==> config.mk <==
export PLATFORM = sky130hd
export DESIGN_NAME = sseg_digit_scanner
export DESIGN_NICKNAME = d
export VERILOG_FILES = /design/src/rtl/sseg_pkg.sv /design/src/rtl/sseg_slot_timer.sv /design/src/rtl/sseg_digit_scanner.sv
export SDC_FILE = /design/constraint.sdc
export NUM_CORES = 1
export LEC_CHECK = 0
export ABC_AREA = 0
export CORE_AREA = 5 5 89 91
export DETAILED_ROUTE_END_ITERATION = 8
export DIE_AREA = 0 0 94 96
export GPL_ROUTABILITY_DRIVEN = 0
export PLACE_DENSITY = 0.67
export SYNTH_ARGS = -nofsm -noshare
export SYNTH_HDL_FRONTEND = slang
export SYNTH_SLANG_ARGS = --single-unit
==> constraint.sdc <==
create_clock -name clk -period 6.2 [get_ports clk]
set_input_delay 1.24 -clock clk [delete_from_list [all_inputs] [get_ports clk]]
set_output_delay 1.24 -clock clk [all_outputs]
set_load 0.02 [all_outputs]
==> src/rtl/sseg_pkg.sv <==
// Shared definitions for the 7-segment digit scanner: FSM encoding, BCD limit,
// and the counter-width helper.
package sseg_pkg;

  typedef enum logic [1:0] {
    ST_IDLE = 2'd0,
    ST_SHOW = 2'd1,
    ST_DEAD = 2'd2
  } state_t;

  localparam logic [3:0] BCD_MAX = 4'd9;

  // Bits needed to hold max(a,b)-1, never less than one.
  function automatic int cnt_width(input int a, input int b);
    int m;
    m = (a > b) ? a : b;
    return ($clog2(m) < 1) ? 1 : $clog2(m);
  endfunction

endpackage

==> src/rtl/sseg_slot_timer.sv <==
// Loadable down-counter: after a load of N-1 it reports done in the N-th cycle.
// Shared by the lit (SHOW) and dead-time (DEAD) intervals.
module sseg_slot_timer #(
  parameter int W = 2
) (
  input  logic         clk,
  input  logic         rst_n,
  input  logic         load,
  input  logic [W-1:0] len,
  output logic         done
);

  logic [W-1:0] cnt_r;

  // Count down to zero and park there until the next load.
  always_ff @(posedge clk or negedge rst_n) begin
    if (!rst_n) begin
      cnt_r <= '0;
    end else if (load) begin
      cnt_r <= len;
    end else if (cnt_r != '0) begin
      cnt_r <= cnt_r - 1'b1;
    end else begin
      cnt_r <= cnt_r;
    end
  end

  assign done = (cnt_r == '0);

endmodule

==> src/rtl/sseg_digit_scanner.sv <==
// Time-multiplexed scan controller feeding a BCD-to-7-segment decoder, with dead time,
// tear-free frame loading, leading-zero suppression and blanking of non-BCD codes.
module sseg_digit_scanner
  import sseg_pkg::*;
#(
  parameter int DIGITS      = 4,
  parameter int DIV         = 50000,
  parameter int BLANK_CYC   = 16,
  parameter int LZ_SUPPRESS = 1
) (
  input  logic                  clk,
  input  logic                  rst_n,
  input  logic                  en,
  input  logic                  load,
  input  logic [4*DIGITS-1:0]   bcd_in,
  output logic [3:0]            bcd_out,
  output logic                  blank,
  output logic [DIGITS-1:0]     dig_en_n,
  output logic                  frame_done
);

  localparam int IDX_W = $clog2(DIGITS);
  localparam int CNT_W = cnt_width(DIV, BLANK_CYC);
  localparam logic [CNT_W-1:0] SHOW_LEN = CNT_W'(DIV - 1);
  localparam logic [CNT_W-1:0] DEAD_LEN = CNT_W'(BLANK_CYC - 1);
  localparam logic [IDX_W-1:0] LAST_IDX = IDX_W'(DIGITS - 1);

  state_t              state_r, nxt_state_s;
  logic [IDX_W-1:0]    idx_r, nxt_idx_s, wrap_idx_s;
  logic [4*DIGITS-1:0] active_r, pending_r, nxt_active_s, nxt_pending_s;
  logic                pend_vld_r, nxt_pend_vld_s;
  logic                tload_s, tdone_s, enter0_s;
  logic [CNT_W-1:0]    tlen_s;
  logic [DIGITS-1:0]   lz_s, nxt_dig_en_n_s;
  logic [3:0]          digit_s, nxt_bcd_out_s;
  logic                nxt_blank_s;

  function automatic logic [3:0] digit_at(input logic [4*DIGITS-1:0] v,
                                          input logic [IDX_W-1:0] i);
    return v[{i, 2'b00} +: 4];
  endfunction

  // Digit i (i>0) is a leading zero when it and every more significant digit are zero.
  function automatic logic [DIGITS-1:0] lz_mask(input logic [4*DIGITS-1:0] v);
    logic all_zero;
    logic [DIGITS-1:0] m;
    all_zero = 1'b1;
    m = '0;
    for (int i = DIGITS - 1; i >= 1; i--) begin
      all_zero = all_zero & (v[4*i +: 4] == 4'd0);
      m[i] = (LZ_SUPPRESS != 0) && all_zero;
    end
    return m;
  endfunction

  sseg_slot_timer #(.W(CNT_W)) u_timer (
    .clk   (clk),
    .rst_n (rst_n),
    .load  (tload_s),
    .len   (tlen_s),
    .done  (tdone_s)
  );

  assign wrap_idx_s = (idx_r == LAST_IDX) ? '0 : idx_r + 1'b1;

  // Next-state logic; the timer is reloaded on every state entry.
  always_comb begin
    nxt_state_s = state_r;
    nxt_idx_s   = idx_r;
    tload_s     = 1'b0;
    tlen_s      = SHOW_LEN;
    enter0_s    = 1'b0;
    case (state_r)
      ST_IDLE: begin
        nxt_idx_s = '0;
        if (en) begin
          nxt_state_s = ST_SHOW;
          tload_s     = 1'b1;
          enter0_s    = 1'b1;
        end else begin
          nxt_state_s = ST_IDLE;
        end
      end
      ST_SHOW: begin
        if (!en) begin
          nxt_state_s = ST_IDLE;
          nxt_idx_s   = '0;
        end else if (tdone_s) begin
          nxt_state_s = ST_DEAD;
          tload_s     = 1'b1;
          tlen_s      = DEAD_LEN;
        end else begin
          nxt_state_s = ST_SHOW;
        end
      end
      ST_DEAD: begin
        if (!en) begin
          nxt_state_s = ST_IDLE;
          nxt_idx_s   = '0;
        end else if (tdone_s) begin
          nxt_state_s = ST_SHOW;
          nxt_idx_s   = wrap_idx_s;
          tload_s     = 1'b1;
          enter0_s    = (wrap_idx_s == '0);
        end else begin
          nxt_state_s = ST_DEAD;
        end
      end
      default: begin
        nxt_state_s = ST_IDLE;
        nxt_idx_s   = '0;
      end
    endcase
  end

  // Display value only changes at a frame start (or while idle), so a frame never tears.
  always_comb begin
    nxt_active_s   = active_r;
    nxt_pending_s  = pending_r;
    nxt_pend_vld_s = pend_vld_r;
    if (load && (enter0_s || state_r == ST_IDLE)) begin
      nxt_active_s   = bcd_in;
      nxt_pend_vld_s = 1'b0;
    end else if (load) begin
      nxt_pending_s  = bcd_in;
      nxt_pend_vld_s = 1'b1;
    end else if (enter0_s && pend_vld_r) begin
      nxt_active_s   = pending_r;
      nxt_pend_vld_s = 1'b0;
    end else begin
      nxt_active_s   = active_r;
    end
  end

  assign lz_s    = lz_mask(nxt_active_s);
  assign digit_s = digit_at(nxt_active_s, nxt_idx_s);

  // Output values are derived from next-state data so they can be registered.
  always_comb begin
    nxt_dig_en_n_s = '1;
    nxt_blank_s    = 1'b1;
    nxt_bcd_out_s  = bcd_out;
    if (nxt_state_s == ST_SHOW) begin
      nxt_bcd_out_s  = digit_s;
      nxt_blank_s    = lz_s[nxt_idx_s] | (digit_s > BCD_MAX);
      nxt_dig_en_n_s = lz_s[nxt_idx_s] ? '1 : ~(DIGITS'(1) << nxt_idx_s);
    end else begin
      nxt_dig_en_n_s = '1;
    end
  end

  // FSM state, display data and registered outputs.
  always_ff @(posedge clk or negedge rst_n) begin
    if (!rst_n) begin
      state_r    <= ST_IDLE;
      idx_r      <= '0;
      active_r   <= '0;
      pending_r  <= '0;
      pend_vld_r <= 1'b0;
      bcd_out    <= 4'd0;
      blank      <= 1'b1;
      dig_en_n   <= '1;
      frame_done <= 1'b0;
    end else begin
      state_r    <= nxt_state_s;
      idx_r      <= nxt_idx_s;
      active_r   <= nxt_active_s;
      pending_r  <= nxt_pending_s;
      pend_vld_r <= nxt_pend_vld_s;
      bcd_out    <= nxt_bcd_out_s;
      blank      <= nxt_blank_s;
      dig_en_n   <= nxt_dig_en_n_s;
      frame_done <= enter0_s;
    end
  end

endmodule

==> flow_metrics.py <==
metrics = {
    "synth": {
        "synth_flop_cell": "dfrtp_1",
        "synth-edff-count": 0,
        "yosys_warnings": 0,
        "synth_nets": 347,
        "synth_seq_area_share": 0.496,
        "synth.lib_cells_used.distinct": 55,
        "postSynthCellCount": 319,
        "ys_seq_elements": 63,
        "syn_area_per_cell_um2": 9.99,
        "syn-cell-area_um2": 3190,
        "ys_async_sr_fraction": 1.00,
    },
    "worst_hold_path": {
        "terminating_pin_of_the_worst_hold_path": "pending_r[8]$_DFFE_PN0P_",
        "min_path_type": "flop to flop",
        "hold_path.startpoint": "pending_r[8]$_DFFE_PN0P_",
        "hold_depth": 1,
    },
    "timing": {
        "setup_viol_count_final": 0,
        "finalClockSkew_ps": 9.98,
        "grt_setup_unrepaired": "false",
        "min_period_over_period": 0.552,
        "timing.setup.tns_ps": 0,
        "timing.hold.ws_ps": 517,
        "hold_viol_final": 0,
        "achievable-frequency_mhz": 292,
        "report.final.slew_viol_count": 0,
        "post-route-min-period_ps": 3420,
        "worst-slew-pin-transition_ps": 849,
        "final_critical_path_setup_slack_ps": 2780,
        "slew_headroom": 0.433,
    },
    "die": {
        "number_of_rows_created_at_floorplan": 31,
        "design.die.area_um2": 9020,
        "top_level_ports": 30,
        "core_um2": 7060,
        "floorplan.initialDensity": 0.452,
        "die_w_um": 94,
        "die_boundary_height_um": 96,
    },
    "clock_tree": {
        "cts_tree": "done",
        "hold_buffers": 0,
        "htree_num_levels": 3,
        "clkSlewWorstSetupHoldPaths_ps": 70,
        "clock-sinks": 63,
        "cts_buffers": 9,
        "cts_post_setup_buffers_inserted": 0,
        "clk-insertion-delay-late_ps": 340,
        "post_cts.resized_instances": 0,
        "clockBufferDepth": 2,
        "cts.root.buffer_cell": "clkbuf_8",
    },
    "setup_path": {
        "worstSetupEndpointType": "flop",
        "setup.reg_to_reg.worst_slack_ps": 3180,
        "timing.rr.end": "bcd_out[3]$_DFFE_PN0N_",
        "timing.rr.start": "u_timer.cnt_r[0]$_DFFE_PN0P_",
        "critPathRequiredTime_ps": 6460,
        "worst_setup_path_start_kind": "input port",
        "criticalPathCategory": "input port to flop",
        "critical_path_arrival_ps": 3680,
        "reg2regPathDepth": 11,
        "critPathMaxFanout": 12,
    },
    "routing": {
        "drt_drc_violations_left": 0,
        "total_length_of_routed_wires_um": 6990,
        "firstDrtPassIters": 4,
        "route.detailed.wl_per_inst_um": 15.3,
        "postRouteAntennaNets": 0,
        "drt_iter0_markers": 173,
        "routed_via_density": 5.48,
        "route.vias.total": 2501,
    },
    "cells_and_area": {
        "finalNetCount": 380,
        "fillers": 647,
        "syn2layout_area_growth_pct": 18.3,
        "final_standard_cell_count_with_taps_included_and_fillers_excluded": 456,
        "layout.cells.most_common": "dfrtp_1",
        "mostFrequentLayoutCells": "dfrtp_1, nor2_1, nand2_1, clkdlybuf4s50_1, mux2_2",
        "drive_above_1_share": 0.146,
        "stdcell_area_um2": 3770,
        "n_antenna_cell": 0,
    },
    "global_route": {
        "vias_in_the_first_global_route": 2590,
        "grt_remaining_overflow": 0,
        "grt_max_degree": 64,
        "initial_antenna_violation_count": 0,
        "track_usage": 0.172,
        "grt_first_pass_wirelength_um": 12100,
    },
    "placement": {
        "numPlacedInstances": 440,
        "hpwlAfterDp_um": 4930,
        "io_buffer_count": 29,
        "placedInstanceArea_um2": 3570,
        "dp_slack_ps": 2470,
    },
    "power": {
        "p_leak_nw": 1.57,
        "pwr_density_cell_nw_per_um2": 279,
        "ir_worst_vdd_mv": 0.153,
    },
    "run": {
        "cap_violations": 0,
    },
    "status": {
        "run_status": "completed",
    },
}
## worst max path at each step
| stage | from | end | slack, ps |
|---|---|---|---|
| after global placement | en | blank$_DFF_PN1_ | 2500 |
| after global routing | en | dig_en_n[2]$_DFF_PN1_ | 2640 |
| after floorplan | en | bcd_out[3]$_DFFE_PN0N_ | 3270 |
| after detailed placement | en | blank$_DFF_PN1_ | 2470 |
| after CTS | en | blank$_DFF_PN1_ | 2830 |
| final | en | dig_en_n[3]$_DFF_PN1_ | 2780 |
## flip-flops by register name, summed over array words and instances, names as in the netlist
| name | cells |
|---|---|
| pend_vld_r | 1 |
| state_r | 2 |
| blank | 1 |
| idx_r | 2 |
| active_r | 16 |
| pending_r | 16 |
| bcd_out | 4 |
| dig_en_n | 4 |
| u_timer.cnt_r | 16 |
| frame_done | 1 |
## cells by family (layout without fill, tap and decap cells)
kind of cell	after synthesis	after routing	synth area share
compound gates	69	69	0.154
xor+xnor	12	12	0.0330
flops	63	63	0.496
simple gates	128	128	0.194
fa+ha+maj	8	8	0.0314
buf+inv	21	59	0.0279
mux	18	18	0.0628
## power breakdown
group | total [mW] | switching, mW | leakage (nW) | internal [mW]
Combinational | 0.180 | 0.0971 | 0.741 | 0.0829
Clock | 0.365 | 0.157 | 0.104 | 0.208
Sequential | 0.505 | 0.0368 | 0.724 | 0.468
## cell usage after synthesis, types with 2 or more instances
library cell / count / area [µm²]
nor2_1: 43 / 161
a31oi_1: 12 / 75.1
or3_1: 4 / 25.0
buf_4: 2 / 15.0
a211o_1: 2 / 17.5
dfrtp_1: 58 / 1450
nor4_1: 5 / 31.3
a22o_1: 3 / 26.3
nor3_1: 3 / 15.0
a21o_1: 3 / 22.5
a221o_1: 5 / 50.1
xnor2_1: 7 / 61.3
nor2b_1: 2 / 12.5
xor2_1: 5 / 43.8
and2_1: 4 / 25.0
nand4_1: 2 / 12.5
clkbuf_1: 4 / 15.0
mux2i_1: 2 / 20.0
nand2_1: 40 / 150
buf_2: 2 / 10.0
ha_1: 8 / 100
nand3_1: 11 / 55.1
a21oi_1: 10 / 50.1
nand2b_1: 3 / 18.8
inv_1: 11 / 41.3
o41ai_1: 3 / 26.3
nor2_2: 2 / 12.5
dfstp_2: 5 / 131
o22ai_1: 2 / 12.5
o221ai_1: 2 / 17.5
o21ai_0: 14 / 70.1
mux2_2: 16 / 180
o21ai_1: 2 / 10.0
## final cells by class
type	count	area [µm²]	area share
tap	99	124	0.0328
clock inverter	3	43.8	0.0116
multi-input combinational	235	1520	0.402
sequential	63	1580	0.420
timing repair buffer	31	300	0.0796
clock buffer	13	159	0.0421
inverter	12	45.0	0.0119
## worst max-delay path: stages
cell and delay (ps):
clkdlybuf4s50_1 600, and3_1 290, a21boi_2 300, inv_2 130
nand2_2 160, nand2_1 70, a21oi_1 320, o41ai_1 150
a31oi_1 310, nand2_1 90
## routing by layer
metal	track usage	vias up	wire, µm
met5	0	-	0
met4	0.0505	0	72
met3	0.0524	9	237
met2	0.290	47	3550
met1	0.212	1239	3130
li1	-	1206	-
## stage by stage
stage          power [mW]  utilization
6_report             1.05        0.534
5_1_grt              1.11        0.534
4_1_cts              1.06        0.534
3_5_place_dp        0.692        0.505
3_3_place_gp        0.689        0.505
2_1_floorplan       0.620            -
Power figures use the tool's default switching activity.
==> RTL edit 1, RTL diff (same settings) <==
`pending_r` no longer has a reset.
--- a/src/rtl/sseg_digit_scanner.sv
+++ b/src/rtl/sseg_digit_scanner.sv
@@ -156,5 +156,4 @@
       idx_r      <= '0;
       active_r   <= '0;
-      pending_r  <= '0;
       pend_vld_r <= 1'b0;
       bcd_out    <= 4'd0;
@@ -166,5 +165,4 @@
       idx_r      <= nxt_idx_s;
       active_r   <= nxt_active_s;
-      pending_r  <= nxt_pending_s;
       pend_vld_r <= nxt_pend_vld_s;
       bcd_out    <= nxt_bcd_out_s;
@@ -175,4 +173,8 @@
   end
 
+  always_ff @(posedge clk) begin
+    pending_r <= nxt_pending_s;
+  end
+
 endmodule
 
Formal check against the unedited RTL: no difference found for any inputs over 10 cycles, from zero or initial values and one cycle with rst_n low; that may be too few to reach the edited logic, so the function may still have changed.
==> RTL edit 1 against the original RTL <==
Via count shrank 0.76%. Final area grew 0.70%. Area after synthesis grew 0.98%. Setup slack lost 0.43 ns. Fmax shrank 11%. Total power shrank 2.0%. Global-route usage grew 0.37 points. Sequential cell count is the same. Synthesized cell count grew 0.63%. Wire length grew 3.4%.
==> RTL edit 1: results (changes against the original RTL) <==
* Grt met3 use at 3.67% (was 5.24%)
* Number of fill cells in the layout at 649 (was 647)
* Post-Synth XOR/XNOR Area at 2.72% (was 3.30%)
* M1 wire length at 3250 um (was 3130 um)
* GRT Total Usage at 17.5% (was 17.2%)
* Slew HR at 29.0% (was 43.3%)
* Synthesized area per cell at 10.0 sq um (was 9.99 sq um)
* Signal buffers at 30 (was 31)
* Fmax at 259 MHz (was 292 MHz)
* CP Capture Point: blank (was dig_en_n[3])
* Met3 WL post-DR at 331 um (was 237 um)
* Layout clock buffers at 11 (was 13)
* P_int at 0.757 mW (was 0.759 mW)
* ClkCell Share at 5.37% (about the same)
* Clock Skew at 0.00405 ns (was 0.00998 ns)
* Inverters at 18 (was 12)
* Dpl cell area at 0.00359 sq mm (was 0.00357 sq mm)
* Nets at 378 (was 380)
* Synth Area in Adders at 3.11% (was 3.14%)
* Clock net power at 0.377 mW (was 0.365 mW)
* Mapped Nets at 349 (was 347)
* WL final at 7220 um (was 6990 um)
* Dpl hpwl at 5300 um (was 4930 um)
* Multi-In Gates at 228 (was 235)
* Pwr dens at 271 mW/mm^2 (was 279 mW/mm^2)
* Seq_cells at 63 (unchanged)
* Status: complete, no violations (unchanged)
* Worst hold margin at 0.510 ns (was 0.517 ns)
* CP peak stage delay at 0.85 ns (was 0.60 ns)
* Layout non-clock buf frac at 7.71% (was 7.96%)
* Fraction of area in multi-input gates at 38.0% (was 40.2%)
* Maximum VDD drop at 0.141 mV (was 0.153 mV)
RTL edit 1: changes by cell type after synthesis, moves of 6 or more:
| cell | unedited run | this run |
|---|---|---|
| dfrtp_1 | 58 | 42 |
| edfxtp_1 | 0 | 16 |
| nor2_1 | 43 | 29 |
| mux2_2 | 16 | 3 |
| inv_1 | 11 | 17 |
| nor3_1 | 3 | 9 |
RTL edit 1: worst min-delay path by stage:
| stage | from | to | depth (start not counted) |
|---|---|---|---|
| 2_1_floorplan | u_timer.cnt_r[14] | u_timer.cnt_r[14] | 2 |
| 3_3_place_gp | bcd_out[0] | bcd_out[0] | 2 |
| 3_5_place_dp | bcd_out[0] | bcd_out[0] | 2 |
| 4_1_cts | bcd_out[0] | bcd_out[0] | 2 |
| 5_1_grt | bcd_out[0] | bcd_out[0] | 2 |
| 6_report | bcd_out[0] | bcd_out[0] | 2 |
RTL edit 1: critical path: cells and delay by family:
family	cells	cell delay, ns
AOI/OAI and AO/OA	5	1.73
buffers and inverters	2	0.78
and+or+nand+nor	2	0.35
==> RTL edit 2, RTL diff (same settings) <==
Made on the original files. The parameter `DIGITS` goes from 4 to 2.
--- a/src/rtl/sseg_digit_scanner.sv
+++ b/src/rtl/sseg_digit_scanner.sv
@@ -4,5 +4,5 @@
   import sseg_pkg::*;
 #(
-  parameter int DIGITS      = 4,
+  parameter int DIGITS      = 2,
   parameter int DIV         = 50000,
   parameter int BLANK_CYC   = 16,
Interface: changed (resized bcd_in and dig_en_n); port bits go from 30 to 20. No check against the original RTL was run, so the function may have changed too.
==> RTL edit 2 against the original RTL <==
Non-clock buffer count shrank 12. Highest routed layer unchanged. Via count fell by 38%. Setup slack got worse by 0.18 ns. Sequential cell count shrank 19. Worst hold slack got worse by 0.0052 ns. Final area down 30%. Area after synthesis shrank 30%. Critical endpoint is now bcd_out[3]. Count of clock-buffer cells in the layout shrank 7. Fmax decreased by 5.0%. Sequential share of layout area increased by 0.12 points. Critical path depth did not move. Wire length shrank 40%. Cell count down 30%. Total power is 30% lower.
==> RTL edit 2: results (changes against the original RTL) <==
* Post-Synth XOR/XNOR Area at 5.09% (was 3.30%)
* WP data arrival at 3.79 ns (was 3.68 ns)
* CP Launch Point: u_timer.cnt_r[7] (was en)
* Critical-path top delay cell: or4_4 (was clkdlybuf4s50_1)
* Final worst path period need at 3.60 ns (was 3.42 ns)
* Mux contribution to synthesized area at 11.2% (was 6.28%)
* Top Registers: u_timer.cnt_r x16, active_r x8, pending_r x8 (was active_r x16, pending_r x16, u_timer.cnt_r x16)
* Reg clk slew, reported paths at 0.09 ns (was 0.07 ns)
* Compound-Gate Fraction of Synth Area at 11.3% (was 15.4%)
* GRT Total Usage at 10.9% (was 17.2%)
* Synthesized instance count at 201 (was 319)
* WL/cell at 13.2 um (was 15.3 um)
* Seq/Total Area, Yosys at 49.4% (was 49.6%)
* Nets at 239 (was 380)
* Total power at 0.735 mW (was 1.05 mW)
* M1 wire length at 2110 um (was 3130 um)
* Largest net degree at the start of global routing at 45 (was 64)
* Via count at 1539 (was 2501)
* Synth Area in Adders at 3.92% (was 3.14%)
* Initial DRC Count at 70 (was 173)
* Fraction of layout cells with a size suffix above 1 at 15.8% (was 14.6%)
* Dpl hpwl at 3060 um (was 4930 um)
* Dominant cells by area after synthesis: dfrtp_1 (46%), mux2_2 (7.1%), ha_1 (3.9%) (was dfrtp_1 (46%), mux2_2 (5.7%), nor2_1 (5.1%))
* Status: complete, no violations (unchanged)
* Clock Skew at 0.0126 ns (was 0.00998 ns)
* DP Cell Count at 312 (was 440)
* Vias per inst at 4.81 (was 5.48)
* Maximum VDD drop at 0.168 mV (was 0.153 mV)
* Dpl cell area at 0.00250 sq mm (was 0.00357 sq mm)
* Slew @ Worst Pin at 0.963 ns (was 0.849 ns)
* Commonest cells post-synth: dfrtp_1 (41), nor2_1 (21), mux2_2 (14), xnor2_1 (9) (was dfrtp_1 (58), nor2_1 (43), nand2_1 (40), mux2_2 (16), o21ai_0 (14))
* Grt met3 use at 2.97% (was 5.24%)
* Clock net power at 0.232 mW (was 0.365 mW)
* CP peak stage delay at 0.54 ns (was 0.60 ns)
* Worst skew pair latency at 0.30 ns (was 0.34 ns)
* Hold path start: bcd_out[2] (was pending_r[8])
* H-tree depth at 2 (was 3)
* First-pass GRT wire length at 7660 um (was 12100 um)
* Total CTS buffers at 5 (was 9)
* First-pass detailed-route iteration total at 5 (was 4)
* P_int at 0.535 mW (was 0.759 mW)
* Met3 WL post-DR at 138 um (was 237 um)
* Mapped Nets at 220 (was 347)
RTL edit 2: changes by cell type in the layout (fill, tap and decap cells not counted), sizes merged, moves of 6 or more:
cell,unedited run,this run
nand3,11,5
dfrtp,58,41
nand2,41,7
a2bb2oi,0,8
inv,12,6
clkdlybuf4s50,28,18
nor2,45,24
clkbuf,13,6
a31oi,13,0
RTL edit 2: cell type report:
class / count / area, sq um
repair buffers: 19 / 185
flip-flops and latches: 44 / 1100
clock inverters: 2 / 38.8
inverters: 6 / 22.5
well taps: 99 / 124
fillers: 716 / 4430
clock buffers: 6 / 82.6
multi-input cells: 144 / 1070
RTL edit 2: worst min path at each step:
| stage | endpoint | slack, ns | cells after the start |
|---|---|---|---|
| after floorplan | u_timer.cnt_r[3] | 0.48 | 2 |
| after global placement | bcd_out[2] | 0.48 | 1 |
| after detailed placement | bcd_out[2] | 0.48 | 1 |
| after CTS | bcd_out[2] | 0.51 | 1 |
| after global routing | pending_r[6] | 0.53 | 1 |
| final | bcd_out[2] | 0.51 | 1 |
